`src/rtl/video_frame_sync_ctrl.sv`:
```
// Frame-start controller: on each camera vsync it clears the video FIFO, waits for a
// prefill level, then releases the timing generator and supervises the stream for underflow.
module video_frame_sync_ctrl #(
  parameter int unsigned FIFO_RST_CYCLES = 4,
  parameter int unsigned PREFILL         = 16,
  parameter int unsigned LEVEL_W         = 11,
  parameter int unsigned TIMEOUT         = 65535
) (
  input  logic               clk,
  input  logic               rst_n,
  input  logic               cam_vs,
  input  logic [LEVEL_W-1:0] fifo_rd_level,
  input  logic               fifo_empty,
  input  logic               tg_de,
  output logic               fifo_rst,
  output logic               tg_run,
  output logic               fifo_rd_en,
  output logic               locked,
  output logic               underflow,
  output logic [15:0]        frame_cnt
);

  typedef enum logic [1:0] {
    IDLE = 2'd0,
    CLR  = 2'd1,
    FILL = 2'd2,
    RUN  = 2'd3
  } state_t;

  localparam logic [7:0]  CLR_LAST  = 8'(FIFO_RST_CYCLES - 1);
  localparam logic [15:0] FILL_LAST = 16'(TIMEOUT - 1);

  state_t      state;
  state_t      state_nxt;
  logic        s1, s2, s3;
  logic        sync_valid;
  logic        vs_armed;
  logic        vs_rise;
  logic        level_ok;
  logic        enter_clr;
  logic        enter_fill;
  logic        uf_nxt;
  logic [7:0]  clr_cnt;
  logic [15:0] fill_cnt;

  // vs_armed requires a genuine low sample of cam_vs after reset, so a vsync that is
  // already high at release cannot masquerade as a rising edge.
  assign vs_rise  = s2 & ~s3 & vs_armed;
  assign level_ok = 32'(fifo_rd_level) >= PREFILL;

  assign fifo_rst   = (state == CLR);
  assign tg_run     = (state == RUN);
  assign fifo_rd_en = tg_de & tg_run & ~fifo_empty;

  always_comb begin
    // NOTE: every variable gets a default before the case so no latch is inferred.
    state_nxt = state;
    unique case (state)
      IDLE: if (vs_rise) state_nxt = CLR;
      CLR:  if (clr_cnt == CLR_LAST) state_nxt = FILL;
      FILL: begin
        if (level_ok)                    state_nxt = RUN;
        else if (vs_rise)                state_nxt = CLR;
        else if (fill_cnt == FILL_LAST)  state_nxt = IDLE;
      end
      RUN:  if (vs_rise) state_nxt = CLR;
      default: state_nxt = IDLE;
    endcase
    enter_clr  = (state_nxt == CLR)  && (state != CLR);
    enter_fill = (state_nxt == FILL) && (state != FILL);
    uf_nxt     = enter_clr ? 1'b0 : (underflow | ((state == RUN) & tg_de & fifo_empty));
  end

  // NOTE: sequential state uses non-blocking assignments so all flops update together.
  always_ff @(posedge clk or negedge rst_n) begin
    if (!rst_n) begin
      state      <= IDLE;
      s1         <= 1'b0;
      s2         <= 1'b0;
      s3         <= 1'b0;
      sync_valid <= 1'b0;
      vs_armed   <= 1'b0;
      clr_cnt    <= '0;
      fill_cnt   <= '0;
      underflow  <= 1'b0;
      locked     <= 1'b0;
      frame_cnt  <= '0;
    end else begin
      s1         <= cam_vs;
      s2         <= s1;
      s3         <= s2;
      sync_valid <= 1'b1;
      vs_armed   <= vs_armed | (sync_valid & ~s1);
      state      <= state_nxt;

      if (enter_clr)          clr_cnt <= '0;
      else if (state == CLR)  clr_cnt <= clr_cnt + 8'd1;

      if (enter_fill)         fill_cnt <= '0;
      else if (state == FILL) fill_cnt <= fill_cnt + 16'd1;

      underflow <= uf_nxt;
      // locked is computed from next-state values so it lines up with the state register.
      locked    <= (state_nxt == RUN) & ~uf_nxt;

      if (enter_clr) frame_cnt <= frame_cnt + 16'd1;
    end
  end

endmodule

```
`config.mk`:
```
export PLATFORM = sky130hd
export DESIGN_NAME = video_frame_sync_ctrl
export DESIGN_NICKNAME = d
export VERILOG_FILES = /design/src/rtl/video_frame_sync_ctrl.sv
export SDC_FILE = /design/constraint.sdc
export NUM_CORES = 1
export LEC_CHECK = 0
export ABC_AREA = 1
export CORE_ASPECT_RATIO = 0.9
export CORE_MARGIN = 2
export CORE_UTILIZATION = 40
export CTS_BUF_LIST = sky130_fd_sc_hd__clkbuf_8
export DETAILED_ROUTE_END_ITERATION = 10
export PLACE_DENSITY = 0.73
export SLEW_MARGIN = 10
export SYNTH_ARGS = -nofsm -noshare
export SYNTH_HDL_FRONTEND = slang
export SYNTH_SLANG_ARGS = --single-unit
```
`constraint.sdc`:
```
create_clock -name clk -period 1.95 [get_ports clk]
set_clock_uncertainty 0.05 [all_clocks]
set_input_delay 0.195 -clock clk [delete_from_list [all_inputs] [get_ports clk]]
set_output_delay 0.195 -clock clk [all_outputs]
set_load 0.005 [all_outputs]
```
==> summary.txt, run 1 <==
Outcome
  • Status: finished, final reports clean

Clocking
  • Clock Latency Late Sink: 0.31 ns
  • CTS H-tree lvls: 2
  • CTS buffer count: 5
  • CTS max path bufs: 2
  • TritonCTS clock tree: built
  • CTS root buf: clkbuf_8
  • Clk slew on worst S/H paths: 0.10 ns
  • Clock sinks: 49

Power and ir drop
  • Clock share of power: 14.5%
  • PwrDens: 1310 nW/um^2
  • Peak VDD IR: 0.676 mV
  • Comb pwr share: 59.5%
  • Sequential share of power: 26.0%
  • Switch share: 41.6%
  • Internal Power: 2.97 mW
  • LEAKAGE: 1.77 nW
  • Tot Pwr: 5.08 mW
  • Psw: 2.11 mW

Synth
  • Syn avg cell area: 8.04 um^2
  • Mapped Cells: 353
  • Yosys cell types: 31
  • Ranking of synthesized cells by area: dfrtp_1, nand2_1, inv_1
  • Warnings, synthesis: 0
  • Post-synthesis sequential area ratio: 43.2%
  • Synth area leader: dfrtp_1
  • Synthesized net count: 376
  • Synth Register Bits: 49
  • Synth top area share: 43.2%
  • Mapped Area: 2840 um^2

Floorplan
  • Core box area: 6970 um^2
  • Die Y-Extent: 83.9 um
  • IO Count: 37
  • Die width: 92.8 um
  • Num rows: 29
  • Die ar.: 7790 um^2
  • Initial core utilization: 40.8%

Routing
  • Antenna viol nets, final: 0
  • Vias: 2403
  • Initial DRC count: 136
  • Routed WL: 6.01 mm
  • Avg WL per Cell: 11.8 um
  • DRC Markers: 0
  • Met3 wire length: 143 um
  • TritonRoute pass-1 iters: 4
  • Via/cell ratio: 4.72
  • M1 wire length: 2.89 mm
  • Met2 WL: 2.95 mm
  • Highest layer used for signal routing: met4

Worst setup path
  • Crit Path Max Fanout: 8
  • WS Path Type: reg -> reg
  • Reg2reg path depth: 14
  • CP Launch Type: flip-flop
  • Slowest library cell on the worst path: dfrtp_1
  • Stages on worst setup path: 14
  • Crit. End Element: flip-flop
  • Top Family by Delay on Critical Path: simple AND/OR/NAND/NOR gates
  • WP data required: 2.09 ns
  • Crit-path max cell delay: 0.41 ns
  • Worst path most repeated cell: nand2_2
  • CP bufs+invs: 2
  • WP data arrival: 2.07 ns
  • CP Cell Sequence: inv_2, ha_4, nand2_2, nor2_2, nand2_2, o21ai_2, nand2_1, nand2_2, nand2_2, nand2_4, nand3_4, buf_12, nand2_4, o21ai_2

Global routing
  • Largest net degree at the start of global routing: 27
  • First-pass GRT wire length: 9.56 mm
  • GRT overflow: 0
  • Tot GR Track Use: 14.9%
  • Vias in the first global route: 2154
  • Initial antenna violation count: 0

Hold path
  • Hold Crit Class: in -> reg
  • Hold path depth: 1

Timing
  • Final WS setup: 0.0252 ns
  • Max frequency: 520 MHz
  • Endpoints failing hold: 0
  • Slew @ Worst Pin: 0.599 ns
  • RSZ-0062 raised after global routing: yes
  • Setup violators final: 0
  • Final Cycle Share: 98.7%
  • Shortest period the worst path allows: 1.92 ns
  • Max_slew headroom: 60.1%
  • Max Transition Viols Final: 0

Run
  • Max-Cap Viols: 0

Placed design
  • GP Congestion: 0.797
  • IO buf count: 32
  • Detailed placement HPWL: 4.24 mm
  • Worst slack, placed: -0.0154 ns

Layout
  • Layout cell share with drive strength beyond 1: 27.9%
  • Fillers: 617
  • Area of the multi-input gates: 1550 um^2
  • Area growth syn-to-layout: 36.5%
  • Register area: 1230 um^2
  • ANT cells: 0
  • Nets@finish: 438
==> cells in the mapped netlist <==
cell,number
o21ai_0,7
clkbuf_1,1
nor2_1,28
or2_2,4
nor4_1,3
nand3_1,32
nand3_4,1
o21bai_1,2
xnor2_1,6
o21ai_2,15
xor2_1,9
nor3_1,9
nand2_4,1
nor2_2,2
nand4_1,6
nand3b_1,2
dfrtp_1,49
inv_1,60
inv_2,1
nand2_2,13
a21oi_1,7
o21ai_1,3
a21boi_4,1
buf_6,4
a31oi_1,1
nand2_1,72
ha_1,7
conb_1,1
a31o_2,1
nand3_2,4
buf_4,1
==> per-stage QoR <==
step	setup TNS, ns	area [um^2]	hold WS (ns)	std cells	utilization, %
3_3_place_gp	0	3410	0.181	493	48.9
2_1_floorplan	0	2840	-0.151	353	-
3_5_place_dp	-0.0232	3410	0.187	493	48.9
4_1_cts	-0.0147	3570	0.266	504	51.2
5_1_grt	-2.94	3870	0.272	509	55.6
6_report	0	3870	0.278	509	55.6
==> logic make-up after synthesis <==
kind of cell	Yosys count	share of synthesized area [%]
flip-flops	49	43.2
buffers and inverters	67	10.0
AND/OR/NAND/NOR	177	29.6
AO/OA/AOI/OAI	37	9.34
other	1	0.132
XOR/XNOR	15	4.63
adder cells (fa/ha/maj)	7	3.08
==> flip-flops by register name (all words and copies together), names as in the netlist <==
register / cells
frame_cnt: 16
fill_cnt: 16
clr_cnt: 8
vs_armed: 1
s2: 1
s1: 1
underflow: 1
sync_valid: 1
locked: 1
s3: 1
state: 2
==> path summary, 6_finish.rpt <==
path                                   from       endpoint  slack [ns]
worst max-delay path            fill_cnt[0]  frame_cnt[13]        0.03
min in group asynchronous             rst_n    fill_cnt[0]        0.38
worst max register to register  fill_cnt[0]  frame_cnt[13]        0.03
max in group asynchronous             rst_n     clr_cnt[7]        0.93
worst min-delay path                 cam_vs             s1        0.28
worst min register to register           s1             s2        0.33
==> layout make-up <==
class / count / area share, %
sequential: 49 / 31.7
inverter: 61 / 5.91
multi-input combinational: 237 / 40.1
timing repair buffer: 61 / 16.3
clock inverter: 3 / 1.19
clock buffer: 5 / 1.78
tap: 93 / 3.00
==> per-layer routing <==
metal  vias up  track usage, %
met2        33            24.0
met4         0            3.61
met5         -               0
met1      1125            20.7
met3         4            3.07
li1       1241               -
==> power groups by stage <==
stage | clock network, mW | logic [mW] | registers, mW
2_1_floorplan | 0 | 1.38 | 1.29
3_3_place_gp | 0 | 2.07 | 1.30
3_5_place_dp | 0 | 2.13 | 1.31
4_1_cts | 0.763 | 2.21 | 1.29
5_1_grt | 0.790 | 3.25 | 1.34
6_report | 0.737 | 3.03 | 1.32
==> timing repair <==
action,CTS,global route
setup endpoints to repair,7,38
setup buffers,2,3
cloned,0,2
hold endpoints to repair,23,0
resized for setup,5,61
hold buffers,1,0
pin swaps,0,14
==> cell usage in the layout, fill, tap and decap left out, drive strengths merged, types with 9 or more instances in the layout <==
master	Yosys	layout
nand2	86	86
inv	61	61
dfrtp	49	49
nand3	37	37
clkdlybuf4s50	0	30
nor2	30	30
buf	5	27
o21ai	25	25
xor2	9	9
nor3	9	9
Power figures use the tool's default switching activity.
==> inputs of run 2 (changes only) <==
--- a/config.mk
+++ b/config.mk
@@ -11,6 +11,7 @@
 export CORE_UTILIZATION = 40
 export CTS_BUF_LIST = sky130_fd_sc_hd__clkbuf_8
 export DETAILED_ROUTE_END_ITERATION = 10
+export MAX_ROUTING_LAYER = met4
 export PLACE_DENSITY = 0.73
 export SLEW_MARGIN = 10
 export SYNTH_ARGS = -nofsm -noshare
==> run 2 against run 1 <==
First-iteration DRC count stayed put. Critical path depth stayed put. Core utilization stayed put. Power hardly changed. Worst setup slack stayed put. Clock-buffer cell count stayed put. Combinational power hardly changed. Worst hold slack hardly changed. Register-to-register slack hardly changed. Sequential cell count stayed put. Critical path type unchanged. Largest cell class unchanged. Largest power group unchanged.
==> summary.txt, run 2 (synthesized netlist as in run 1, its figures left out) <==
Routing
  • Avg WL per Cell: 11.8 um (unchanged)
  • Via/cell ratio: 4.72 (about the same)
  • Antenna viol nets, final: 0 (unchanged)
  • Routed WL: 6.01 mm (unchanged)
  • Initial DRC count: 136 (unchanged)
  • DRC Markers: 0 (unchanged)
  • TritonRoute pass-1 iters: 4 (unchanged)
  • Vias: 2401 (-0.083%)

Power and ir drop
  • Clock share of power: 14.5% (about the same)
  • Switch share: 41.6% (about the same)
  • PwrDens: 1310 nW/um^2 (about the same)
  • Peak VDD IR: 0.676 mV (about the same)
  • Internal Power: 2.97 mW (about the same)
  • LEAKAGE: 1.77 nW (unchanged)
  • Psw: 2.12 mW (about the same)
  • Comb pwr share: 59.5% (about the same)
  • Sequential share of power: 26.0% (about the same)

Global routing
  • Largest net degree at the start of global routing: 27 (unchanged)
  • GRT overflow: 0 (unchanged)
  • First-pass GRT wire length: 9.56 mm (unchanged)
  • GRT met2 Usage: 24.0% (unchanged)
  • Global route hottest layer: met2
  • Grt met1 use: 20.7% (unchanged)
  • Tot GR Track Use: 15.4% (+0.42 points)
  • Initial antenna violation count: 0 (unchanged)
  • Vias in the first global route: 2154 (unchanged)
  • GR met3 Demand/Resource: 3.07% (unchanged)

Placed design
  • GP Congestion: 0.808 (+1.4%)
  • Detailed placement HPWL: 4.24 mm (unchanged)
  • IO buf count: 32 (unchanged)
  • Worst slack, placed: -0.0154 ns (unchanged)

Run
  • Max-Cap Viols: 0 (unchanged)

Clocking
  • TritonCTS clock tree: built
  • Clk slew on worst S/H paths: 0.10 ns (about the same)
  • CTS max path bufs: 2 (unchanged)
  • Clock Latency Late Sink: 0.31 ns (about the same)
  • CTS H-tree lvls: 2 (unchanged)
  • CTS root buf: clkbuf_8
  • Clock sinks: 49 (unchanged)
  • CTS buffer count: 5 (unchanged)

Worst setup path
  • Crit. End Element: flip-flop
  • R2r startpoint: fill_cnt[0]
  • WP data arrival: 2.07 ns (about the same)
  • WP data required: 2.09 ns (about the same)
  • Crit Path Max Fanout: 8 (unchanged)
  • WS Path Type: reg -> reg
  • Worst Setup SP: fill_cnt[0]
  • CP Launch Type: flip-flop

Timing
  • Setup TNS Final: 0 ns (unchanged)
  • RSZ-0062 raised after global routing: yes
  • Final WS setup: 0.0252 ns (unchanged)
  • Max Transition Viols Final: 0 (unchanged)
  • Max frequency: 520 MHz (unchanged)
  • Slew @ Worst Pin: 0.599 ns (-0.0000871 ns)
  • WHS: 0.278 ns (+0.000295 ns)
  • Endpoints failing hold: 0 (unchanged)
  • Shortest period the worst path allows: 1.92 ns (unchanged)
  • Max_slew headroom: 60.1% (about the same)
  • Final Cycle Share: 98.7% (unchanged)
  • Setup violators final: 0 (unchanged)

Layout
  • Most common cell after layout, fill and taps aside: nand2_1
  • Most frequent cells in the layout: nand2_1, inv_1, dfrtp_1, clkdlybuf4s50_1, nand3_1
  • ANT cells: 0 (unchanged)
  • Final Core Density: 55.6% (unchanged)
  • Largest registers: fill_cnt: 16 flops, frame_cnt: 16 flops, clr_cnt: 8 flops
  • Nets@finish: 438 (unchanged)
  • Layout cell share with drive strength beyond 1: 27.9% (unchanged)
  • Fillers: 617 (unchanged)
  • Area growth syn-to-layout: 36.5% (unchanged)

Floorplan
  • IO Count: 37 (unchanged)
  • Num rows: 29 (unchanged)
  • Core box area: 6970 um^2 (unchanged)
  • Initial core utilization: 40.8% (unchanged)
  • Die Y-Extent: 83.9 um (unchanged)
  • Die width: 92.8 um (unchanged)
  • Die ar.: 7790 um^2 (unchanged)

Hold path
  • Hold Crit Start: cam_vs
  • Hold Crit Class: in -> reg

Outcome
  • Status: finished, final reports clean
==> run 2: cell counts in the layout (fill, tap and decap cells not counted) <==
Identical to the previous run, type by type.
==> run 2: worst max-delay path: stages (launching register included) <==
cell     delay (ns)
dfrtp_1        0.41
inv_2          0.08
ha_4           0.12
nand2_2        0.04
nor2_2         0.11
nand2_2        0.07
o21ai_2        0.11
nand2_1        0.08
nand2_2        0.10
nand2_2        0.07
nand2_4        0.08
nand3_4        0.17
buf_12         0.21
nand2_4        0.05
o21ai_2        0.05
==> run 2: layout make-up <==
type	count	area (um^2)	area share [%]
Multi-Input combinational cell	237	1550	40.1
Sequential cell	49	1230	31.7
Timing Repair Buffer	61	633	16.3
Inverter	61	229	5.91
Tap cell	93	116	3.00
Clock buffer	5	68.8	1.78
Clock inverter	3	46.3	1.19
==> run 2: what timing repair did <==
| action | 4_1_cts | 5_1_grt |
|---|---|---|
| setup buffers | 2 | 3 |
| hold endpoints to repair | 23 | 0 |
| endpoints found under the setup margin | 7 | 38 |
| gates resized for setup | 5 | 61 |
| gates cloned | 0 | 2 |
| hold buffers | 1 | 0 |
| pin swaps | 0 | 14 |
==> run 2: per-layer routing <==
metal | part of all wire (%) | up-vias
met5 | 0 | -
met4 | 0.85 | 0
met3 | 2.2 | 4
met2 | 49 | 31
met1 | 48 | 1125
li1 | - | 1241
==> run 2: final timing paths <==
path                       depth (start not counted)  slack, ns            end
min in group asynchronous                          2       0.38    fill_cnt[0]
max in group asynchronous                          3       0.93     clr_cnt[7]
min reg2reg                                        0       0.33             s2
max reg2reg                                       14       0.03  frame_cnt[13]
min                                                1       0.28             s1
max                                               14       0.03  frame_cnt[13]
==> run 2: power groups by stage <==
stage	combinational, mW	sequential [mW]	clock, mW
floorplan	1.38	1.29	0
global placement	2.07	1.30	0
detailed placement	2.13	1.31	0
CTS	2.21	1.29	0.763
global route	3.25	1.34	0.790
finish	3.03	1.32	0.737
==> run 2: through the flow <==
step	cells	instance area [um^2]	total power [mW]
2_1_floorplan	353	2840	2.67
3_3_place_gp	493	3410	3.38
3_5_place_dp	493	3410	3.44
4_1_cts	504	3570	4.26
5_1_grt	509	3870	5.38
6_report	509	3870	5.08
